File: src/rtl/truth_table_sweeper_pkg.sv
// Shared definitions for the truth-table sweeper.
//
// Contents:
//   DEFAULT_N_INPUTS      default number of inputs on the unit under exercise
//   DEFAULT_SETTLE_CYCLES default hold time for each vector before it is sampled
//   sweep_state_t         sequencer states, 2-bit: IDLE=0, APPLY=1, SAMPLE=2, DONE=3
//   table_depth()         number of rows in a truth table with n inputs
package truth_table_sweeper_pkg;

    localparam int DEFAULT_N_INPUTS      = 4;
    localparam int DEFAULT_SETTLE_CYCLES = 1;

    typedef enum logic [1:0] {
        ST_IDLE   = 2'd0,
        ST_APPLY  = 2'd1,
        ST_SAMPLE = 2'd2,
        ST_DONE   = 2'd3
    } sweep_state_t;

    function automatic int table_depth(input int n);
        return 1 << n;
    endfunction

endpackage

File: src/rtl/truth_table_sweeper_settle_timer.sv
// Loadable down-counter that measures how long a vector is held on the unit
// before its output is trusted.
//
// Ports:
//   clk     rising-edge clock
//   reset   asynchronous, active-high; clears the count
//   load    reloads the count with LOAD_VALUE (asserted on APPLY entry)
//   enable  counts down one step per cycle while high
//   expire  high during the enabled cycle whose closing edge takes the count to 0
module truth_table_sweeper_settle_timer #(
    parameter int LOAD_VALUE = 1
) (
    input  logic clk,
    input  logic reset,
    input  logic load,
    input  logic enable,
    output logic expire
);

    localparam int CW = $clog2(LOAD_VALUE + 1);
    localparam logic [CW-1:0] LOAD_CNT = CW'(LOAD_VALUE);
    localparam logic [CW-1:0] ONE_CNT  = CW'(1);

    logic [CW-1:0] count;

    // Count register: a load wins over counting so back-to-back vectors
    // restart cleanly; the count parks at zero once exhausted.
    always_ff @(posedge clk or posedge reset) begin
        if (reset) begin
            count <= '0;
        end else if (load) begin
            count <= LOAD_CNT;
        end else if (enable && (count != '0)) begin
            count <= count - ONE_CNT;
        end
    end

    // Flagging expiry one step early lets the FSM leave APPLY on exactly the
    // edge where the count reaches zero, giving LOAD_VALUE cycles of APPLY.
    assign expire = enable && (count == ONE_CNT);

endmodule

File: src/rtl/truth_table_sweeper.sv
// Sequencer that exhaustively drives a combinational N-input boolean unit
// through every input vector 0..2**N-1 (MSB first, {x,y,w,z} for N=4),
// samples its output after a settle time and compares it with a truth table
// latched when the sweep is accepted.
//
// Ports:
//   clk            rising-edge clock
//   reset          asynchronous, active-high; clears all state immediately
//   start          one-cycle sweep request, honoured only in IDLE or DONE
//   expected       expected output per vector, bit i = F(i); latched on accept
//   dut_in         vector driven to the unit
//   dut_out        unit output, sampled only in SAMPLE
//   busy           high from accepted start until done rises
//   done           high after the last vector, until the next accept or reset
//   pass           valid while done: 1 when no vector mismatched
//   mismatch_mask  bit i set when the sampled F(i) differed from expected[i]
//   err_count      number of mismatching vectors (0..2**N)
module truth_table_sweeper
    import truth_table_sweeper_pkg::*;
#(
    parameter int N_INPUTS      = DEFAULT_N_INPUTS,
    parameter int SETTLE_CYCLES = DEFAULT_SETTLE_CYCLES,
    localparam int DEPTH        = table_depth(N_INPUTS)
) (
    input  logic                clk,
    input  logic                reset,
    input  logic                start,
    input  logic [DEPTH-1:0]    expected,
    output logic [N_INPUTS-1:0] dut_in,
    input  logic                dut_out,
    output logic                busy,
    output logic                done,
    output logic                pass,
    output logic [DEPTH-1:0]    mismatch_mask,
    output logic [N_INPUTS:0]   err_count
);

    localparam logic [N_INPUTS-1:0] LAST_IDX = {N_INPUTS{1'b1}};
    localparam logic [N_INPUTS-1:0] IDX_ONE  = N_INPUTS'(1);

    sweep_state_t        state;
    sweep_state_t        next_state;
    logic [N_INPUTS-1:0] idx;
    logic [DEPTH-1:0]    latched;
    logic                accept;
    logic                sample_now;
    logic                last_vec;
    logic                mismatch;
    logic [N_INPUTS:0]   err_next;
    logic                timer_load;
    logic                timer_en;
    logic                timer_expire;

    truth_table_sweeper_settle_timer #(
        .LOAD_VALUE(SETTLE_CYCLES)
    ) u_settle_timer (
        .clk   (clk),
        .reset (reset),
        .load  (timer_load),
        .enable(timer_en),
        .expire(timer_expire)
    );

    // The vector register doubles as the unit drive, so the unit only sees a
    // change on the edge that enters APPLY.
    assign dut_in   = idx;
    assign last_vec = (idx == LAST_IDX);

    // State register.
    always_ff @(posedge clk or posedge reset) begin
        if (reset) begin
            state <= ST_IDLE;
        end else begin
            state <= next_state;
        end
    end

    // Next-state and control decode. Starts are only decoded in IDLE/DONE,
    // which is what makes a start during a sweep harmless.
    always_comb begin
        next_state = state;
        accept     = 1'b0;
        sample_now = 1'b0;
        timer_load = 1'b0;
        timer_en   = 1'b0;
        busy       = 1'b0;
        done       = 1'b0;
        case (state)
            ST_IDLE, ST_DONE: begin
                done = (state == ST_DONE);
                if (start) begin
                    accept     = 1'b1;
                    timer_load = 1'b1;
                    next_state = ST_APPLY;
                end
            end
            ST_APPLY: begin
                busy     = 1'b1;
                timer_en = 1'b1;
                if (timer_expire) begin
                    next_state = ST_SAMPLE;
                end
            end
            ST_SAMPLE: begin
                busy       = 1'b1;
                sample_now = 1'b1;
                if (last_vec) begin
                    next_state = ST_DONE;
                end else begin
                    timer_load = 1'b1;
                    next_state = ST_APPLY;
                end
            end
            default: begin
                next_state = ST_IDLE;
            end
        endcase
    end

    // The final pass flag has to include the last vector's result, so it is
    // derived from the count as it will be after this compare.
    always_comb begin
        mismatch = sample_now && (dut_out != latched[idx]);
        err_next = err_count + (N_INPUTS + 1)'(mismatch);
    end

    // Datapath: latched table, vector index and result accumulation. The
    // count is one bit wider than the index so a fully failing table fits.
    always_ff @(posedge clk or posedge reset) begin
        if (reset) begin
            idx           <= '0;
            latched       <= '0;
            mismatch_mask <= '0;
            err_count     <= '0;
            pass          <= 1'b0;
        end else if (accept) begin
            idx           <= '0;
            latched       <= expected;
            mismatch_mask <= '0;
            err_count     <= '0;
            pass          <= 1'b0;
        end else if (sample_now) begin
            if (mismatch) begin
                mismatch_mask[idx] <= 1'b1;
            end
            err_count <= err_next;
            if (last_vec) begin
                pass <= (err_next == '0);
            end else begin
                idx <= idx + IDX_ONE;
            end
        end
    end

endmodule

File: config.mk
export PLATFORM = sky130hd
export DESIGN_NAME = truth_table_sweeper
export DESIGN_NICKNAME = d
export VERILOG_FILES = /design/src/rtl/truth_table_sweeper_pkg.sv /design/src/rtl/truth_table_sweeper_settle_timer.sv /design/src/rtl/truth_table_sweeper.sv
export SDC_FILE = /design/constraint.sdc
export NUM_CORES = 1
export LEC_CHECK = 0
export CAP_MARGIN = 15
export CORE_ASPECT_RATIO = 2
export CORE_MARGIN = 4
export CORE_UTILIZATION = 54
export CTS_BUF_LIST = sky130_fd_sc_hd__clkbuf_16
export DETAILED_ROUTE_END_ITERATION = 10
export PLACE_DENSITY = 0.83
export SYNTH_ARGS = -nofsm -noshare
export SYNTH_HDL_FRONTEND = slang
export SYNTH_SLANG_ARGS = --single-unit
File: constraint.sdc
create_clock -name clk -period 3.97 [get_ports clk]
set_input_delay 0.5955 -clock clk [delete_from_list [all_inputs] [get_ports clk]]
set_output_delay 0.5955 -clock clk [all_outputs]
set_load 0.01 [all_outputs]
**After elaboration in Yosys (flattened, before gate mapping)**

Index checks and enable logic that the tools add are counted.

- Register bits after elaboration: 45
- Input port bits: 20
- Output and inout bits: 28
- Word-level logic and storage cells: 65

- $add $sub $neg: 3
- Order comparisons: 2
- Equal/unequal tests: 8
- Mux-type cells: 29
- Bitwise logic cells: 1
- Reductions and logical operators: 15

Operator list:

| kind | number |
|---|---|
| $mux W16 | 3 |
| $or A16 B16 Y16 | 1 |
| $mux W1 | 14 |
| $mux W4 | 3 |
| $mux W5 | 2 |
| $reduce_and A2 Y1 | 4 |
| $reduce_bool A2 Y1 | 4 |
| $mux W2 | 3 |
| $ne A2 B2 Y1 const B | 3 |
| $pmux W2 S3 | 1 |
| $add A5 B1 Y5 | 1 |
| $logic_not A5 Y1 | 1 |
| $lt A4 B5 Y1 const B | 1 |
| $add A4 B1 Y4 const B | 1 |
| $bmux W1 S4 | 1 |
| $demux W1 S4 | 1 |
| $eq A2 B2 Y1 const B | 2 |
| $eq A4 B4 Y1 const B | 1 |
| $ge A4 B1 Y1 const B | 1 |
| $reduce_or A2 Y1 | 2 |
| $logic_and A1 B1 Y1 | 3 |
| $eq A2 B1 Y1 const B | 1 |
| $logic_not A2 Y1 | 1 |
| $pmux W1 S2 | 1 |
| 2 further kinds | 2 |

**Longest topological paths before layout**

- Depth in word-level cells: 9
- Depth in mapped cells: 13
- Mapped depth without buffers: 12

**Hierarchy**

A second synthesis with hierarchy kept.

- Cells, all modules: 239
- Area total of the unflattened synthesis: 2229.6 um^2

By module, submodules not included:

| module | instances | cells each | area each (um^2) | sequential area each (um^2) |
|---|---|---|---|---|
| truth_table_sweeper | 1 | 234 | 2182.1 | 1101.1 |
| truth_table_sweeper_settle_timer | 1 | 5 | 47.5 | 25.0 |

**Worst setup path after synthesis**

OpenSTA, ideal clock, no wires.

- Path kind: reg-to-reg
- Start point: reg idx[1], in the netlist dut_in[1]
- End point: reg pass
- Library setup time: 0.078 ns
- Arrival time: 2.623 ns
- Required time: 3.892 ns
- Setup slack: 1.269 ns
- Stages on the path, launching flop included: 14
- Buffers on the path: 1
- Period minus slack after synthesis: 2.701 ns
- Cells stage by stage: dfrtp_1 -> buf_6 -> mux4_2 -> mux2i_4 -> mux2i_1 -> xor2_1 -> and2_1 -> ha_1 -> ha_1 -> nor2_1 -> a21oi_1 -> o32ai_1 -> nand2_1 -> a21oi_1

- Cells in the longest elaborated chain, start to end: 9
- Elaborated cells between the ends (all ways): 12
- Those cells by class: add/sub: 1; eq/ne: 2; mux: 5; reduce/logical: 4

RTL lines:

| item | line | text |
|---|---|---|
| start, declared | truth_table_sweeper.sv:43 | `logic [N_INPUTS-1:0] idx;` |
| start signal, assigned | truth_table_sweeper.sv:150 | `idx <= idx + IDX_ONE;` |
| $bmux W1 S4 | truth_table_sweeper.sv:123 | `mismatch = sample_now && (dut_out != latched[idx]);` |
| $mux W1 (implied by the code) | truth_table_sweeper.sv:123 |  |
| $ne A1 B1 Y1 | truth_table_sweeper.sv:123 |  |
| $logic_and A1 B1 Y1 | truth_table_sweeper.sv:123 |  |
| $add A5 B1 Y5 | truth_table_sweeper.sv:124 | `err_next = err_count + (N_INPUTS + 1)'(mismatch);` |
| $logic_not A5 Y1 | truth_table_sweeper.sv:148 | `pass <= (err_next == '0);` |
| $mux W1 | truth_table_sweeper.sv:147 | `if (last_vec) begin` |
| $mux W1 | truth_table_sweeper.sv:142 | `end else if (sample_now) begin` |
| $mux W1 | truth_table_sweeper.sv:136 | `end else if (accept) begin` |
| end signal, assigned | truth_table_sweeper.sv:148 |  |
| end, declared | truth_table_sweeper.sv:33 | `output logic pass,` |

Several ways; a longest one is shown, not always the timed one. The select of a mux whose other input is x is not followed.
A chain may end at the register's enable or synchronous reset.

**Worst setup path after layout**

Ends and elaborated chain as after synthesis.

==> run metrics <==
final core utilization=0.750; Resize count post-CTS=0; GRT overflow=0; first-pass GRT wire length=8.34 mm; Worst Path Arrival=around 3.2 ns; syn nets=251; minimum clock period=3.01 ns; share of cells above drive strength 1=0.0778; cell family with the largest share of critical-path delay=multiplexers; CP bufs+invs=0; Synth Flop Type=dfrtp_1; combinational fraction of design power=0.315; Initial Util=0.562; commonest non-fill, non-tap cell in the layout=nand2_1; worst-skew pair later-pin latency=between 0.2 and 0.3 ns; sequential share of power=0.375; sequential cell area fraction in the yosys report=0.516; Mapped Cells=221; hold wc startpoint=latched[11]; peak supply drop=0.530 mV; critical path class=reg2reg; switching pwr=543 uW; Placement Cell Area=2700 sq um; PortBufs=47; clock-pin slew on the worst setup and hold paths=0.06 ns; RR Startpoint=dut_in[1]; Ys Warns=0; final net count=299; CP max FO=9; WL/cell=15.7 um; synthesized area per cell=9.87 sq um; worst path required time=between 4 and 5 ns; max frequency=332 MHz; Net Sw Frac=0.319; ys async rst share=1.00; WHS Path Cells=2; P_leak=~1.4 nW; number of synthesized flops with an enable pin=0; Clk pwr share=0.310; initial antenna violation count=0; # diodes=0; worst hold endpoint=latched[11]; post-route design area=about 2900 sq um; Final Hold Fails=0; Final Cycle Share=0.758; Die ar.=5180 sq um; # DRC=0; max_cap viols=0; Worst Max-Slew Pin Slew=about 0.81 ns; Fin Clk Skew=0.00444 ns; # setup viols final=0; clk buf depth=2; power density over the cells=584 nW/um^2; average vias per placed instance=5.54; Reg-to-Reg End=pass; die span in x=53.0 um; slowest cell delay on critical path=0.59 ns; Yosys reg bits=45; Critical-path top delay cell=mux4_2; Detailed Route WL=5.05 mm; post-CTS setup buffer count=0; internal power=1.16 mW; commonest cells after routing, fill and taps aside=61 x nand2_1, 47 x clkdlybuf4s50_1, 45 x dfrtp_1; hold slack final=approximately 0.47 ns; Row Count=32; io pins=48; reg2reg path depth=12; post-synth design cell area=around 2200 sq um; nature of the critical path startpoint=flip-flop; Rel. slew slack=0.463; routability-driven placement congestion ratio=0.811; outcome=completed; TritonCTS clock tree=done; First-pass DRT Iterations=4; RSZ-0062 raised after global routing=false; Netlist cell types=31; clock sink count=45; gr usage total=0.218; HP Class=reg2reg; Detailed Place HPWL=3.58 mm; TritonCTS buffer count=5; Core ar.=3880 sq um; CP cell instances=mux4_2, mux2i_4, mux2i_1, xor2_1, and2_1, ha_1, ha_1, and2_1, a21oi_1, o32ai_1, nand2_1, a21oi_1; Setup TNS=0 ns; Pwr Total=1.70 mW; htree depth=2; Iter 0 DRT Violations=48; Synth-to-Final Area Change=33.5%; Critical path origin=dut_in[1]; DRT antenna net count=0; Via Count=between 1,500 and 2,000; number of global-route vias before repair=1,758; Reg2Reg Setup Slack=0.96 ns; die height=97.9 um; Pins Over Slew Limit=0; post-cts hold buffer count=0; pin count of the biggest net entering global routing=31; CTS Root Cell=clkbuf_16; CP endpoint kind=flip-flop
==> cells in the mapped netlist (2+ instances only) <==
cell	count	share of area
a41oi_1	6	0.024
o21ai_1	4	0.0092
dfrtp_1	45	0.52
mux4_2	4	0.041
mux2i_4	2	0.021
nand2_1	61	0.10
nand4_1	4	0.011
a21oi_1	5	0.011
ha_1	10	0.057
o21ai_0	2	0.0046
mux2i_1	3	0.014
nor3_1	2	0.0046
a31oi_1	6	0.017
xnor2_2	2	0.015
and2_1	5	0.014
nor2_1	28	0.048
xor2_1	5	0.020
inv_1	7	0.012
clkbuf_1	8	0.014
==> cell families (layout without fill, tap and decap cells) <==
group / Yosys count / after routing / synth area share
muxes: 9 / 9 / 0.0757
DFF: 45 / 45 / 0.516
buffers and inverters: 18 / 67 / 0.0350
AOI/OAI and AO/OA: 27 / 27 / 0.0814
and+or+nand+nor: 104 / 104 / 0.196
xor gates and xnor gates: 8 / 8 / 0.0390
adders and majority gates: 10 / 10 / 0.0573
==> metal layers <==
layer / GRT usage / up-vias / wire length (um)
met3: 0.0489 / 14 / 208
met1: 0.237 / 867 / 1800
li1: - / 838 / -
met5: 0 / - / 0
met4: 0.102 / 0 / 137
met2: 0.380 / 58 / 2910
==> stage by stage <==
stage,instances,worst slack (ns)
6_report,321,0.959
5_1_grt,321,0.696
4_1_cts,320,0.932
3_5_place_dp,312,1.02
3_3_place_gp,312,1.14
2_1_floorplan,221,1.27
==> power groups by stage <==
stage                     sequential [mW]  combinational, mW  clock [mW]
after floorplan                     0.616              0.397           0
after global placement              0.636              0.511           0
after CTS                           0.637              0.539       0.534
after global routing                0.649              0.599       0.554
after detailed placement            0.645              0.528           0
final                               0.638              0.536       0.528
==> worst reg2reg max path, stage by stage, from the launching register on <==
cell and delay (ns):
dfrtp_1 0.56, mux4_2 0.59, mux2i_4 0.21, mux2i_1 0.12, xor2_1 0.15, and2_1 0.15, ha_1 0.19, ha_1 0.25
and2_1 0.17, a21oi_1 0.08, o32ai_1 0.25, nand2_1 0.09, a21oi_1 0.14
==> how the worst max path moves through the flow <==
stage,to,slack (ns),depth (start not counted)
3_5_place_dp,pass,1.02,12
4_1_cts,pass,0.93,12
6_report,pass,0.96,12
2_1_floorplan,pass,1.27,13
5_1_grt,pass,0.70,12
3_3_place_gp,pass,1.14,12
==> sequential cells by signal, indices dropped and copies added, names as in the netlist <==
signal / cells
mismatch_mask: 16
u_settle_timer.count: 1
dut_in: 4
pass: 1
state: 2
err_count: 5
latched: 16
==> layout make-up <==
| cell class | instances | area, sq um |
|---|---|---|
| clock buffer | 5 | 125 |
| clock inverter | 3 | 65.1 |
| fill | 282 | 970 |
| inverter | 7 | 26.3 |
| multi-input combinational | 158 | 980 |
| sequential | 45 | 1130 |
| tap | 51 | 63.8 |
| timing repair buffer | 52 | 528 |
No activity file was read; power rests on OpenSTA's default activity.
